**src/rtl/fsm_run_pkg.sv**
```systemverilog
// Shared definitions for the run controller and its step counter.
package fsm_run_pkg;

    localparam int DEF_STATE_W = 3;
    localparam int DEF_LEN_W   = 8;

    typedef enum logic [1:0] {
        IDLE   = 2'd0,
        RUN    = 2'd1,
        PAUSED = 2'd2,
        DONE   = 2'd3
    } ctrl_e;

endpackage

```
**src/rtl/fsm_run_ctrl_counter.sv**
```systemverilog
// Mod-2^STATE_W step counter; cout flags the step that wraps back to zero.
module step_counter
    import fsm_run_pkg::*;
#(
    parameter int STATE_W = DEF_STATE_W
) (
    input  logic               clk,
    input  logic               reset,
    input  logic               clr,
    input  logic               en,
    output logic [STATE_W-1:0] state,
    output logic               cout
);

    localparam logic [STATE_W-1:0] STEP_ONE = 1;

    logic [STATE_W-1:0] state_q;
    logic [STATE_W-1:0] state_d;

    // clr wins over en so a fresh job or an abort always lands on zero
    always_comb begin
        state_d = state_q;
        if (clr) begin
            state_d = '0;
        end else if (en) begin
            state_d = state_q + STEP_ONE;
        end
    end

    always_ff @(posedge clk) begin
        if (reset) begin
            state_q <= '0;
        end else begin
            state_q <= state_d;
        end
    end

    assign state = state_q;
    assign cout  = en & (state_q == '1);

endmodule

```
**src/rtl/fsm_run_ctrl.sv**
```systemverilog
// Run controller: sequences len full counter wraps per job with pause and abort.
module fsm_run_ctrl
    import fsm_run_pkg::*;
#(
    parameter int STATE_W = DEF_STATE_W,
    parameter int LEN_W   = DEF_LEN_W
) (
    input  logic               clk,
    input  logic               reset,
    input  logic               start,
    input  logic [LEN_W-1:0]   len,
    input  logic               pause,
    input  logic               abort,
    output logic [STATE_W-1:0] state,
    output logic               cout,
    output logic [LEN_W-1:0]   wraps,
    output logic               busy,
    output logic               done
);

    localparam logic [LEN_W-1:0] WRAP_ONE = 1;

    ctrl_e            ctrl_q, ctrl_d;
    logic [LEN_W-1:0] len_q, len_d;
    logic [LEN_W-1:0] wraps_q, wraps_d;
    logic [LEN_W-1:0] wrapsInc;
    logic             cntClr;
    logic             cntEn;
    logic             atTop;

    step_counter #(
        .STATE_W (STATE_W)
    ) u_counter (
        .clk   (clk),
        .reset (reset),
        .clr   (cntClr),
        .en    (cntEn),
        .state (state),
        .cout  (cout)
    );

    assign atTop    = (state == '1);
    assign wrapsInc = wraps_q + WRAP_ONE;

    // Leaving PAUSED already counts as a step, so a pause costs exactly
    // as many cycles as pause was held high.
    always_comb begin
        ctrl_d  = ctrl_q;
        len_d   = len_q;
        wraps_d = wraps_q;
        cntClr  = 1'b0;
        cntEn   = 1'b0;
        case (ctrl_q)
            IDLE: begin
                if (start) begin
                    wraps_d = '0;
                    if (len != '0) begin
                        len_d  = len;
                        cntClr = 1'b1;
                        ctrl_d = RUN;
                    end else begin
                        ctrl_d = DONE;
                    end
                end
            end
            RUN, PAUSED: begin
                if (abort) begin
                    cntClr = 1'b1;
                    ctrl_d = IDLE;
                end else if (pause) begin
                    ctrl_d = PAUSED;
                end else begin
                    cntEn  = 1'b1;
                    ctrl_d = RUN;
                    if (atTop) begin
                        wraps_d = wrapsInc;
                        if (wrapsInc == len_q) begin
                            ctrl_d = DONE;
                        end
                    end
                end
            end
            DONE: begin
                ctrl_d = IDLE;
            end
            default: begin
                ctrl_d = IDLE;
            end
        endcase
    end

    always_ff @(posedge clk) begin
        if (reset) begin
            ctrl_q  <= IDLE;
            len_q   <= '0;
            wraps_q <= '0;
        end else begin
            ctrl_q  <= ctrl_d;
            len_q   <= len_d;
            wraps_q <= wraps_d;
        end
    end

    assign wraps = wraps_q;
    assign busy  = (ctrl_q == RUN) || (ctrl_q == PAUSED);
    assign done  = (ctrl_q == DONE);

endmodule

```
**config.mk**
```make
export PLATFORM = sky130hd
export DESIGN_NAME = fsm_run_ctrl
export DESIGN_NICKNAME = d
export VERILOG_FILES = /design/src/rtl/fsm_run_pkg.sv /design/src/rtl/fsm_run_ctrl_counter.sv /design/src/rtl/fsm_run_ctrl.sv
export SDC_FILE = /design/constraint.sdc
export NUM_CORES = 1
export LEC_CHECK = 0
export CAP_MARGIN = 10
export CORE_MARGIN = 10
export CORE_UTILIZATION = 40
export CTS_CLUSTER_SIZE = 28
export DETAILED_ROUTE_END_ITERATION = 10
export GPL_ROUTABILITY_DRIVEN = 0
export GPL_TIMING_DRIVEN = 0
export PLACE_DENSITY = 0.67
export SKIP_CTS_REPAIR_TIMING = 1
export SYNTH_ARGS = -nofsm -noshare
export SYNTH_HDL_FRONTEND = slang
export SYNTH_SLANG_ARGS = --single-unit
```
**constraint.sdc**
```tcl
create_clock -name clk -period 1.75 [get_ports clk]
set_input_delay 0.35 -clock clk [delete_from_list [all_inputs] [get_ports clk]]
set_output_delay 0.35 -clock clk [all_outputs]
set_load 0.005 [all_outputs]
```
; ---- Word level (Yosys, flattened, before mapping)
; Index checks and enable logic that the tools add are counted.
; Widths: inputs -> output; s select.
[word_totals]
latch_bits = 0
rom_bits = 0
reg_bits = 21
mem_count = 0
mem_bits_rw = 0
output_inout_bits = 14
[classes]
n_mul = 0
n_shift = 0
div = 0
n_lt_le_gt_ge = 0
n_reduce_logical = 8
add_sub_neg = 2
n_bitwise = 1
eq_ne = 9
n_mux = 19
[ops]
columns = op, n
row1 = $mux 8, 4
row2 = $pmux 8 s2, 1
row3 = $mux 2, 6
row4 = $add 8x1->8 const B, 1
row5 = $eq 8x8->1, 1
row6 = $ne 2x2->1 const B, 4
row7 = $reduce_bool 8->1, 1
row8 = $mux 1, 6
row9 = $pmux 2 s3, 1
row10 = $reduce_and 5->1, 1
row11 = $eq 2x2->1 const B, 2
row12 = $reduce_or 2->1, 2
row13 = $add 3x1->3 const B, 1
row14 = $eq 3x3->1 const B, 1
row15 = $reduce_and 3->1, 1
row16 = $eq 2x1->1 const B, 1
row17 = $logic_not 2->1, 1
row18 = $pmux 1 s2, 1
row19 = $reduce_bool 2->1, 1
row20 = $and 1x1->1, 1
row21 = $logic_or 1x1->1, 1

; ---- Depth between registers and ports, before layout
; Gate-level depths: netlist (run 1).
[depth]
word_depth = 7
depth_mapped = 8
depth_no_buf = 7

; ---- Cells and area by module
; Synthesis (run 1) repeated with hierarchy kept, for this count alone.
[hier_totals]
cells_unflattened = 135
hier_area_um2 = 1257.5
[modules_own_cells]
columns = mod, n_inst, area_per_inst_um2, cells_per_inst
row1 = fsm_run_ctrl, 1, 1116.1, 123
row2 = step_counter, 1, 141.4, 12

; ---- Worst setup path after synthesis (run 1)
; No wires, ideal clock.
[synth_path]
path_type = reg-to-reg
startpoint = register ctrl_q[0]
endpoint = register wraps_q[2], in the netlist wraps[2]
synth_period_minus_slack_ns = 1.812
path_slack_ns = -0.062
path_buffers = 1
arrival_ns = 1.742
setup_ns = 0.070
path_stages_with_launch = 8
t_required_ns = 1.680
cell_sequence = dfxtp_1 inv_1 ha_1 buf_2 and2b_4 nand4b_1 or3b_1 a21oi_1
[synth_via]
elab_chain_cells = 4
[synth_lines]
columns = item, line_no
row1 = start: declaration, fsm_run_ctrl.sv:23  ; ctrl_e ctrl_q, ctrl_d;
row2 = start signal: assignment, fsm_run_ctrl.sv:98  ; ctrl_q <= ctrl_d;
row3 = $eq 2x1->1 or $eq 2x2->1 (tied branches), fsm_run_ctrl.sv:53  ; case (ctrl_q)
row4 = $reduce_or 2->1, fsm_run_ctrl.sv:53
row5 = $ne 2x2->1 (no line) or $reduce_bool 2->1 (tied branches), --
row6 = $reduce_and 5->1 (no line), --
row7 = end signal: assignment, fsm_run_ctrl.sv:100  ; wraps_q <= wraps_d;
row8 = end: declaration, fsm_run_ctrl.sv:25  ; logic [LEN_W-1:0] wraps_q, wraps_d;
; Parallel ways exist; a longest one is shown, timed or not.
; A chain may end at the register's enable or synchronous reset.

; ---- Worst setup path after layout (run 1)
[layout_path]
startpoint = register ctrl_q[1]
endpoint = register wraps_q[6], in the netlist wraps[6]
; Same word-level chain as after synthesis.

==> parameters.txt, run 1 <==
Parameter                              Value

Drt
  Wire length per cell ... around 16 um
  Number of violations reported at the end of detailed-routing iteration 0 ... 84
  Via/cell ratio ... 5.351
  Final wirelength ... between 3 and 4 mm
  Count of nets left with antenna violations after detail routing ... 0
  First-pass iteration count of the detailed router ... 4
  DRC violation count after routing ... 0
  Total vias in the final route ... about 1200

Place
  Buffers added on ports ... 25
  Total instance count after detailed placement ... between 200 and 250
  Total cell area at the placement stage ... roughly 1600 um^2
  Half-perimeter wire length after placement ... ~2.5 mm

Floorplan
  I/O pin count ... 27
  Initial Utilization ... a little over two fifths
  Die span in x ... between 70 and 80 um
  Number of placement rows ... 20
  Full die area ... between 5000 and 6000 um^2
  Floorplan die height ... about 77 um
  Placeable core region ... between 3000 and 4000 um^2

Cells and area
  Synthesis-to-layout area growth ... 40.19%
  Fin nets ... 208
  Summed area of non-filler cells in the final layout ... ~1800 um^2
  Number of filler cells placed in the layout ... 300
  Diode insertion count for antenna repair ... 0
  Share of cells above drive strength 1 ... 23.53%
  Final Instance Count excl. Fillers ... ~230
  Share of the core filled with cells ... about three fifths

Logic synthesis
  Gate count of the mapped netlist ... between 100 and 150
  Number of enable flip-flop cells after synthesis ... 0
  Distinct cell type count after synthesis ... 47
  Avg Cell Area, Syn ... approximately 9 um^2
  Ys flop type ... dfxtp_1
  Number of nets produced by synthesis ... around 170
  Top cells by area, synth ... dfxtp_1 32%, mux2i_1 6.9%, ha_1 6.7%
  Yosys warns ... 0
  Top cells by count, synth ... 21 x dfxtp_1, 15 x nor2_1, 11 x a21oi_1
  Netlist area before placement ... roughly 1300 um^2
  Post-synth top area share ... 32.00%
  Async SR Flop Fraction ... 0%
  Synth Register Bits ... 21
  Most used standard cell by instance count after synthesis ... dfxtp_1
  Cell type with the largest total area after synthesis ... dfxtp_1
  Portion of the post-synthesis area used by sequential elements ... between 30% and 40%

GRT
  Global-route wire length before repair ... 5.513 mm
  Number of global-route vias before repair ... approximately 1100
  Met2 global-route usage ... around 17%
  Global Route met1 Usage ... 13.81%
  Pin count of the biggest net entering global routing ... 12
  Initial antenna violation count ... 0
  Most used routing layer in global routing ... met2
  Met3 GRT Util ... 3.380%
  Aggregate global routing overflow ... 0
  Total Routing Usage GR ... around 11%

Critical path
  Data arrival time of the critical path ... approximately 2.0 ns
  Required time of the worst setup path ... 1.99 ns
  Endpoint type of the worst setup path ... register
  CP startpoint ... ctrl_q[1]
  Kind of critical path ... register to register
  Startpoint kind of the worst setup timing path ... register
  Crit-path max FO ... 5
  Reg-to-Reg Start ... ctrl_q[1]

Clock tree
  Clk sink count ... 21
  Clock buffers created by TritonCTS ... 3
  Number of H-tree levels ... 1
  Clock tree from TritonCTS ... built
  Worst-path clk slew ... around 0.12 ns
  Clock root buffer ... clkbuf_4
  Clock latency on the worst-skew pair ... ~0.3 ns
  Clk buf depth ... 2

Pwr
  Power per cell area ... approximately 650 nW/um^2
  Leakage power figure ... a little under 0.7 nW
  Worst vdd ir ... ~410 uV
  Overall power ... 1.203 mW

Worst hold path
  Hold Startpoint ... reset
  Type of the worst min-delay path ... primary input to register

STA
  Final setup violation count ... 2
  RSZ-0062 raised after global routing ... yes
  Minimum setup slack in the final design ... -0.03898 ns
  Crit path time final ... approximately 1.8 ns
  Max transition margin ... 64.70%
  Final clock skew ... between 0.003 and 0.004 ns
  Count of pins over their slew limit ... 0
  Hold violation count in the final report ... 0
  Fmax ... around 560 MHz
  Worst slew pin tran ... 0.5295 ns
  Hold WS ... 0.4804 ns
  Final cycle utilization of the critical path ... 102.2%

Run status
  Violations in the final reports ... setup timing
  Run status ... complete, but fails checks

Run
  Number of violations of the max-capacitance limit ... 0
[power by group]
group	leakage [nW]	switching [mW]	total, mW	internal [mW]
clock	0.0150	0.152	0.241	0.0887
sequential	0.175	0.0271	0.528	0.501
combinational	0.500	0.192	0.435	0.243
total	0.690	0.371	1.20	0.833
[logic make-up (layout without fill, tap and decap cells)]
group	Yosys count	in the layout	synth area share, %
buffers and inverters	9	46	3.428
and+or+nand+nor	61	61	27.81
DFF	21	21	32.00
AOI/OAI and AO/OA	31	32	15.91
xor gates and xnor gates	11	11	7.333
muxes	9	9	6.857
adders and majority gates	7	7	6.666
[state kept, by name, summed over array words and instances, names as in the netlist]
| signal | count |
|---|---|
| u_counter.state | 3 |
| ctrl_q | 2 |
| len_q | 8 |
| wraps | 8 |
[layout make-up]
class                      count  area [um^2]  share of cell area, %
timing repair buffer          33        331.6                  18.00
inverter                       2        12.51                 0.6793
sequential                    21        436.7                  23.71
multi-input combinational    120        932.1                  50.61
clock buffer                   4        26.28                  1.427
tap                           44        55.05                  2.989
buffer                         7        47.55                  2.582
[through the flow]
step	TNS [ns]	setup slack, ns
2_1_floorplan	0	0.003354
3_3_place_gp	-3.057	-0.2892
3_5_place_dp	-3.218	-0.2815
4_1_cts	-2.271	-0.4906
5_1_grt	-0.3623	-0.08192
6_report	-0.05195	-0.03898
[layer usage]
metal | part of all wire, % | vias up
met5 | 0 | -
met2 | 47 | 29
met1 | 46 | 593
met4 | 0.64 | 0
met3 | 5.6 | 2
li1 | - | 612
[worst paths after layout]
kind	endpoint	slack (ns)	depth (start not counted)
worst max register to register	wraps[6]	-0.04	6
worst max-delay path	wraps[6]	-0.04	6
worst min register to register	wraps[1]	0.53	2
worst min-delay path	wraps[4]	0.48	2
[cell usage in the layout (no fill, tap or decap), types with 2 or more instances in the layout]
cell type and n:
a211oi_1 3, a21o_2 2, a21oi_1 9, a21oi_2 2
and2_1 2, buf_4 6, buf_6 2, clkbuf_1 4
clkbuf_2 2, clkbuf_4 3, clkdlybuf4s50_1 22, dfxtp_1 14
dfxtp_2 4, dfxtp_4 3, dlymetal6s2s_1 2, ha_1 4
ha_4 2, inv_4 2, mux2i_1 9, nand2_1 5
nand2b_1 4, nand3_1 5, nand4_1 3, nor2_1 15
nor2b_1 6, nor3_2 2, o21ai_0 4, o21ai_4 2
o22ai_1 2, or3_1 3, xnor2_1 7, xor2_1 4
[worst max-delay path, cell delays in order (launching register included)]
cell and delay (ns):
dfxtp_4 0.40, inv_4 0.04, ha_4 0.28, buf_8 0.11
or2b_4 0.25, or4_1 0.52, a21oi_1 0.12
(Power assumes the default switching activity.)
==> run 2, diff against run 1 <==
--- a/config.mk
+++ b/config.mk
@@ -12,6 +12,7 @@
 export DETAILED_ROUTE_END_ITERATION = 10
 export GPL_ROUTABILITY_DRIVEN = 0
 export GPL_TIMING_DRIVEN = 0
+export MAX_ROUTING_LAYER = met4
 export PLACE_DENSITY = 0.67
 export SKIP_CTS_REPAIR_TIMING = 1
 export SYNTH_ARGS = -nofsm -noshare
==> constraint.sdc (replaced) <==
create_clock -name clk -period 1.75 [get_ports clk]
set_input_delay 0.35 -clock clk [delete_from_list [all_inputs] [get_ports clk]]
set_output_delay 0.35 -clock clk [all_outputs]
set_load 0.02 [all_outputs]
==> run 2 against run 1 <==
  * The run still ends with setup timing left
  * Flip-flop and latch count stayed put
  * Global-route usage fell by 0.16 points
  * Total power down 3.5%
  * Clock-buffer cell count is 1 lower
  * Sequential share of layout area up 0.33 points
  * Combinational power is 13% lower
  * Worst setup slack worse by 0.050 ns
  * Critical path depth down 2
  * First-iteration DRC count fell by 65%
  * Non-clock buffer count is 2 lower
  * Largest cell class unchanged
  * Largest power group unchanged
==> parameters.txt, run 2 (synthesized netlist as in run 1, its figures left out) <==
Parameter                              Value

Floorplan
  Number of placement rows ... 20 (unchanged)
  Placeable core region ... 3103 um^2 (unchanged)
  Initial Utilization ... 42.34% (unchanged)
  Die span in x ... 77.31 um (unchanged)
  I/O pin count ... 27 (unchanged)
  Full die area ... 5977 um^2 (unchanged)
  Floorplan die height ... 77.31 um (unchanged)

Critical path
  Critical path depth in cells ... 4 (-2)
  Endpoint type of the worst setup path ... output port
  Data arrival time of the critical path ... 1.49 ns (-0.54 ns)
  Peak per-stage delay on the critical path ... 0.38 ns (-0.14 ns)
  Reg-to-Reg Start ... ctrl_q[1]
  Worst reg2reg path depth ... 6 (unchanged)
  Critical R2R Capture ... wraps[6]
  Top Family by Delay on Critical Path ... flip-flops
  Reg-to-reg setup timing slack ... -0.05 ns (about the same)
  Buf+Inv Stages, Crit Path ... 1 (-1)
  Required time of the worst setup path ... 1.40 ns (-0.59 ns)
  Cell Chain, Critical Path ... ha_1, ha_2, and4bb_4, buf_4
  Kind of critical path ... register to output port
  Crit-path max FO ... 3 (-2)
  Startpoint kind of the worst setup timing path ... register
  Library cell contributing the largest single delay on the critical path ... dfxtp_4

GRT
  Number of global-route vias before repair ... 1151 (+2.3%)
  Aggregate global routing overflow ... 0 (unchanged)
  Pin count of the biggest net entering global routing ... 13 (+1)
  Initial antenna violation count ... 0 (unchanged)
  Global-route wire length before repair ... 5.326 mm (-3.4%)
  Total Routing Usage GR ... 10.82% (-0.16 points)

STA
  RSZ-0062 raised after global routing ... yes
  Worst slew pin tran ... 0.5468 ns (+0.01728 ns)
  Count of pins over their slew limit ... 0 (unchanged)
  Minimum setup slack in the final design ... -0.08906 ns (-0.05008 ns)
  Hold violation count in the final report ... 0 (unchanged)
  Fmax ... 543.8 MHz (-2.7%)
  Final setup violation count ... 3 (+1)
  Crit path time final ... 1.839 ns (+0.05008 ns)
  Max transition margin ... 63.55% (-1.2 points)
  Final cycle utilization of the critical path ... 105.1% (+2.9 points)
  Final clock skew ... 0.01091 ns (+0.007128 ns)

Worst hold path
  Number of cells on the worst hold path ... 2 (unchanged)
  Type of the worst min-delay path ... primary input to register
  WHS Endpoint ... wraps[2]
  Hold Startpoint ... reset

Drt
  Total vias in the final route ... 1192 (-3.6%)
  Final wirelength ... 3.260 mm (-9.9%)
  Wire length per cell ... 14.30 um (-8.8%)
  Number of violations reported at the end of detailed-routing iteration 0 ... 29 (-65%)
  DRC violation count after routing ... 0 (unchanged)
  First-pass iteration count of the detailed router ... 4 (unchanged)
  Via/cell ratio ... 5.228 (-2.3%)
  Count of nets left with antenna violations after detail routing ... 0 (unchanged)

Clock tree
  Clock buffers created by TritonCTS ... 3 (unchanged)
  Clock tree from TritonCTS ... built
  Clk sink count ... 21 (unchanged)
  Worst-path clk slew ... 0.13 ns (about the same)
  Clock latency on the worst-skew pair ... 0.34 ns (+0.04 ns)
  Clk buf depth ... 2 (unchanged)
  Clock root buffer ... clkbuf_4
  Number of H-tree levels ... 1 (unchanged)

Cells and area
  Diode insertion count for antenna repair ... 0 (unchanged)
  Final Instance Count excl. Fillers ... 228 (-1.3%)
  Fin nets ... 205 (-1.4%)
  Commonest non-fill, non-tap cell in the layout ... clkdlybuf4s50_1
  Most frequent cells in the layout ... 19 x clkdlybuf4s50_1, 15 x nor2_1, 15 x dfxtp_1
  Synthesis-to-layout area growth ... 39.43%
  Share of cells above drive strength 1 ... 25.54% (+2.0 points)

Pwr
  Internal Dissipation ... 787.3 uW (-5.4%)
  P_sw ... 373.5 uW (+0.74%)
  Power per cell area ... 633.7 nW/um^2 (-3.0%)
  Seq pwr share ... 44.9% (+1.0 points)
  Combinational group share of total power ... 32.6% (-3.5 points)
  Worst vdd ir ... 470.5 uV (+16%)
  Switching part of the total power ... 32.18% (+1.4 points)
  Overall power ... 1.161 mW (-3.5%)
  Portion of total power attributed to the clock network ... 22.5% (+2.5 points)
  Leakage power figure ... 0.7334 nW (+6.3%)

Run status
  Violations in the final reports ... setup timing
  Run status ... complete, but fails checks

Place
  Post-placement worst setup slack ... -0.4043 ns (-0.1228 ns)
  Total instance count after detailed placement ... 218 (unchanged)
  Half-perimeter wire length after placement ... 2.462 mm (-3.2%)
  Buffers added on ports ... 25 (unchanged)

Run
  Number of violations of the max-capacitance limit ... 0 (unchanged)
[run 2: cell count changes in the layout (fill, tap and decap cells not counted), sizes merged]
cell / previous run / this run
clkbuf: 10 / 7
clkdlybuf4s50: 22 / 19
clkinv: 0 / 1
dlymetal6s2s: 2 / 5
o21ai: 7 / 6
[run 2: cell type report]
cell class | count | area [um^2]
Clock inverter | 1 | 5.005
Timing Repair Buffer | 31 | 305.3
Sequential cell | 21 | 440.4
Fill cell | 307 | 1271
Inverter | 2 | 10.01
Buffer | 7 | 45.04
Multi-Input combinational cell | 119 | 948.4
Tap cell | 44 | 55.05
Clock buffer | 3 | 22.52
[run 2: worst reg2reg max path, cell delays in order, from the launching register on]
cell	delay (ns)
dfxtp_2	0.38
inv_2	0.06
ha_4	0.28
buf_6	0.12
or2b_4	0.26
or4_4	0.51
a21oi_2	0.14
[run 2: power by group through the flow]
stage	clock, mW	sequential (mW)	combinational (mW)
after floorplan	0	0.530	0.249
after global placement	0	0.535	0.333
after detailed placement	0	0.535	0.339
after CTS	0.267	0.525	0.340
after global routing	0.283	0.525	0.412
final	0.261	0.521	0.378
[run 2: routing by layer]
metal | track usage [%] | routed length, um
met1 | 13.16 | 1591
met2 | 16.72 | 1509
met3 | 2.214 | 105
met4 | 4.927 | 53
met5 | - | 0
[run 2: through the flow]
stage	utilization (%)	area, um^2	hold WS (ns)	setup TNS [ns]
3_3_place_gp	53.19	1650	0.5151	-3.015
4_1_cts	54.07	1678	0.4348	-1.796
3_5_place_dp	53.19	1650	0.5250	-3.064
2_1_floorplan	-	1345	0.4807	0
6_report	59.03	1832	0.4546	-0.1436
5_1_grt	59.03	1832	0.5123	-0.3634
[run 2: worst max-delay path by stage]
stage / slack [ns] / from / endpoint
2_1_floorplan: 0.005 / ctrl_q[0] / wraps[6]
3_3_place_gp: -0.40 / abort / cout
3_5_place_dp: -0.40 / abort / cout
4_1_cts: -0.56 / u_counter.state[0] / cout
5_1_grt: -0.15 / u_counter.state[0] / cout
6_report: -0.09 / u_counter.state[0] / cout
==> run 3, diff against run 2 <==
--- a/config.mk
+++ b/config.mk
@@ -6,6 +6,7 @@
 export NUM_CORES = 1
 export LEC_CHECK = 0
 export CAP_MARGIN = 10
+export CORE_ASPECT_RATIO = 0.8
 export CORE_MARGIN = 10
 export CORE_UTILIZATION = 40
 export CTS_CLUSTER_SIZE = 28
==> run 3 against run 2 <==
  * The flow still finishes with violations (setup timing)
  * Hold slack improved by 0.074 ns
  * Wire length is 8.1% higher
  * Via count rose by 1.8%
  * Non-clock buffer count is the same
  * Sequential share of layout area fell by 0.47 points
  * Final cell count shrank 1.8%
  * Clock skew is 0.0077 ns lower
  * Maximum frequency up 1.6%
  * Flip-flop and latch count did not move
  * Clock-buffer cell count unchanged
  * Die area rose by 0.24%
  * Combinational power increased by 10%
==> parameters.txt, run 3 (synthesized netlist as in run 1, its figures left out) <==
Parameter                              Value

Run status
  Run status ... complete, but fails checks
  Violations in the final reports ... setup timing

STA
  Final clock skew ... 0.003209 ns (-0.007697 ns)
  Final setup violation count ... 5 (+2)
  Hold violation count in the final report ... 0 (unchanged)
  Crit path time final ... 1.810 ns (-0.02926 ns)
  Count of pins over their slew limit ... 0 (unchanged)
  Final cycle utilization of the critical path ... 103.4% (-1.7 points)
  RSZ-0062 raised after global routing ... yes
  Max transition margin ... 59.35% (-4.2 points)
  Fmax ... 552.5 MHz (+1.6%)
  Minimum setup slack in the final design ... -0.05980 ns (+0.02926 ns)
  Worst slew pin tran ... 0.6097 ns (+0.06291 ns)

Cells and area
  Diode insertion count for antenna repair ... 0 (unchanged)
  Fin nets ... 205 (unchanged)
  Commonest non-fill, non-tap cell in the layout ... clkdlybuf4s50_1
  Synthesis-to-layout area growth ... 41.81%
  Most frequent cells in the layout ... 22 x clkdlybuf4s50_1, 15 x nor2_1, 14 x dfxtp_1
  Final Instance Count excl. Fillers ... 224 (-1.8%)
  Share of cells above drive strength 1 ... 26.63% (+1.1 points)
  Share of the core filled with cells ... 59.51% (+0.48 points)

Floorplan
  Floorplan die height ... 71.26 um (-7.8%)
  Placeable core region ... 3131 um^2 (+0.89%)
  I/O pin count ... 27 (unchanged)
  Die span in x ... 84.08 um (+8.8%)
  Number of placement rows ... 18 (-10%)
  Full die area ... 5991 um^2 (+0.24%)
  Initial Utilization ... 41.97% (-0.37 points)

Drt
  Number of violations reported at the end of detailed-routing iteration 0 ... 98 (+240%)
  Via/cell ratio ... 5.415 (+3.6%)
  DRC violation count after routing ... 0 (unchanged)
  Wire length per cell ... 15.74 um (+10%)
  First-pass iteration count of the detailed router ... 4 (unchanged)
  Total vias in the final route ... 1213 (+1.8%)
  Final wirelength ... 3.525 mm (+8.1%)
  Count of nets left with antenna violations after detail routing ... 0 (unchanged)

Pwr
  Leakage power figure ... 0.6906 nW (-5.8%)
  Worst vdd ir ... 390.9 uV (-17%)
  Power per cell area ... 683.0 nW/um^2 (+7.8%)

Critical path
  CP startpoint ... ctrl_q[0]
  Critical R2R Capture ... wraps[6]
  Crit-path max FO ... 5 (+2)
  Data arrival time of the critical path ... 2.01 ns (+0.52 ns)
  Reg-to-Reg Start ... ctrl_q[0]
  Endpoint type of the worst setup path ... register
  Worst reg2reg path depth ... 6 (unchanged)
  Kind of critical path ... register to register
  Reg-to-reg setup timing slack ... -0.06 ns (about the same)
  Startpoint kind of the worst setup timing path ... register
  Required time of the worst setup path ... 1.95 ns (+0.55 ns)

Clock tree
  Clock latency on the worst-skew pair ... 0.27 ns (-0.07 ns)
  Clk sink count ... 21 (unchanged)
  Clk buf depth ... 2 (unchanged)
  Worst-path clk slew ... 0.08 ns (-0.05 ns)
  Clock buffers created by TritonCTS ... 3 (unchanged)
  Clock root buffer ... clkbuf_8
  Clock tree from TritonCTS ... built
  Number of H-tree levels ... 1 (unchanged)

GRT
  Met3 GRT Util ... 3.955% (+1.7 points)
  Met2 global-route usage ... 17.71% (+0.98 points)
  Number of global-route vias before repair ... 1164 (+1.1%)
  Aggregate global routing overflow ... 0 (unchanged)
  Global-route wire length before repair ... 5.678 mm (+6.6%)
  Most used routing layer in global routing ... met2
  Pin count of the biggest net entering global routing ... 14 (+1)
  Total Routing Usage GR ... 11.52% (+0.70 points)
  Initial antenna violation count ... 0 (unchanged)
  Global Route met1 Usage ... 14.35% (+1.2 points)

Place
  Buffers added on ports ... 25 (unchanged)
  Half-perimeter wire length after placement ... 2.556 mm (+3.8%)
  Total instance count after detailed placement ... 214 (-1.8%)

Run
  Number of violations of the max-capacitance limit ... 0 (unchanged)

Worst hold path
  Type of the worst min-delay path ... register to register
  Hold Startpoint ... wraps[1]
  WHS Endpoint ... wraps[1]
  Number of cells on the worst hold path ... 2 (unchanged)
==> run 3: cell types whose count changed in the layout (fill, tap and decap cells not counted), sizes merged <==
| cell | delta |
|---|---|
| clkinv | -1 |
| clkinvlp | +1 |
| clkdlybuf4s50 | +3 |
| dlymetal6s2s | -3 |
==> run 3: routing by layer <==
layer / vias to the layer above / wire, um
met2: 37 / 1606
met1: 563 / 1674
li1: 607 / -
met4: 0 / 43
met5: - / 0
met3: 6 / 200
==> run 3: critical path, stage by stage, from the launching register on <==
cell and delay, ns:
dfxtp_2 0.37, inv_2 0.06, ha_4 0.30, buf_6 0.12, or2b_4 0.25, or4_1 0.52
a21oi_1 0.12
==> run 3: final cells by class <==
cell class | instances | area, um^2
fillers | 271 | 1267
multi-input cells | 119 | 975.9
flip-flops and latches | 21 | 439.2
repair buffers | 31 | 296.5
well taps | 40 | 50.05
plain buffers | 7 | 45.04
clock buffers | 3 | 41.29
clock inverters | 1 | 7.507
inverters | 2 | 7.507
==> run 3: how the worst max path moves through the flow <==
stage	end	slack (ns)	cells past startpoint
3_5_place_dp	cout	-0.38	3
5_1_grt	wraps[6]	-0.11	6
4_1_cts	cout	-0.49	4
2_1_floorplan	wraps[6]	0.005	6
3_3_place_gp	cout	-0.38	3
6_report	wraps[6]	-0.06	6
==> run 3: per-stage QoR <==
stage                     hold WS, ns  instance area, um^2  worst slack, ns  setup TNS (ns)  power, mW
after CTS                      0.5035                 1694          -0.4864          -1.559      1.219
after floorplan                0.4807                 1345         0.004618               0     0.7790
after detailed placement       0.5125                 1645          -0.3761          -3.549     0.8768
after global placement         0.4972                 1645          -0.3795          -3.012     0.8694
after global routing           0.5421                 1863          -0.1089         -0.6808      1.347
final                          0.5284                 1863         -0.05980         -0.1560      1.272
==> run 3: power breakdown <==
group	internal, mW	switching [mW]
logic	0.221	0.195
clock network	0.161	0.174
registers	0.498	0.0238
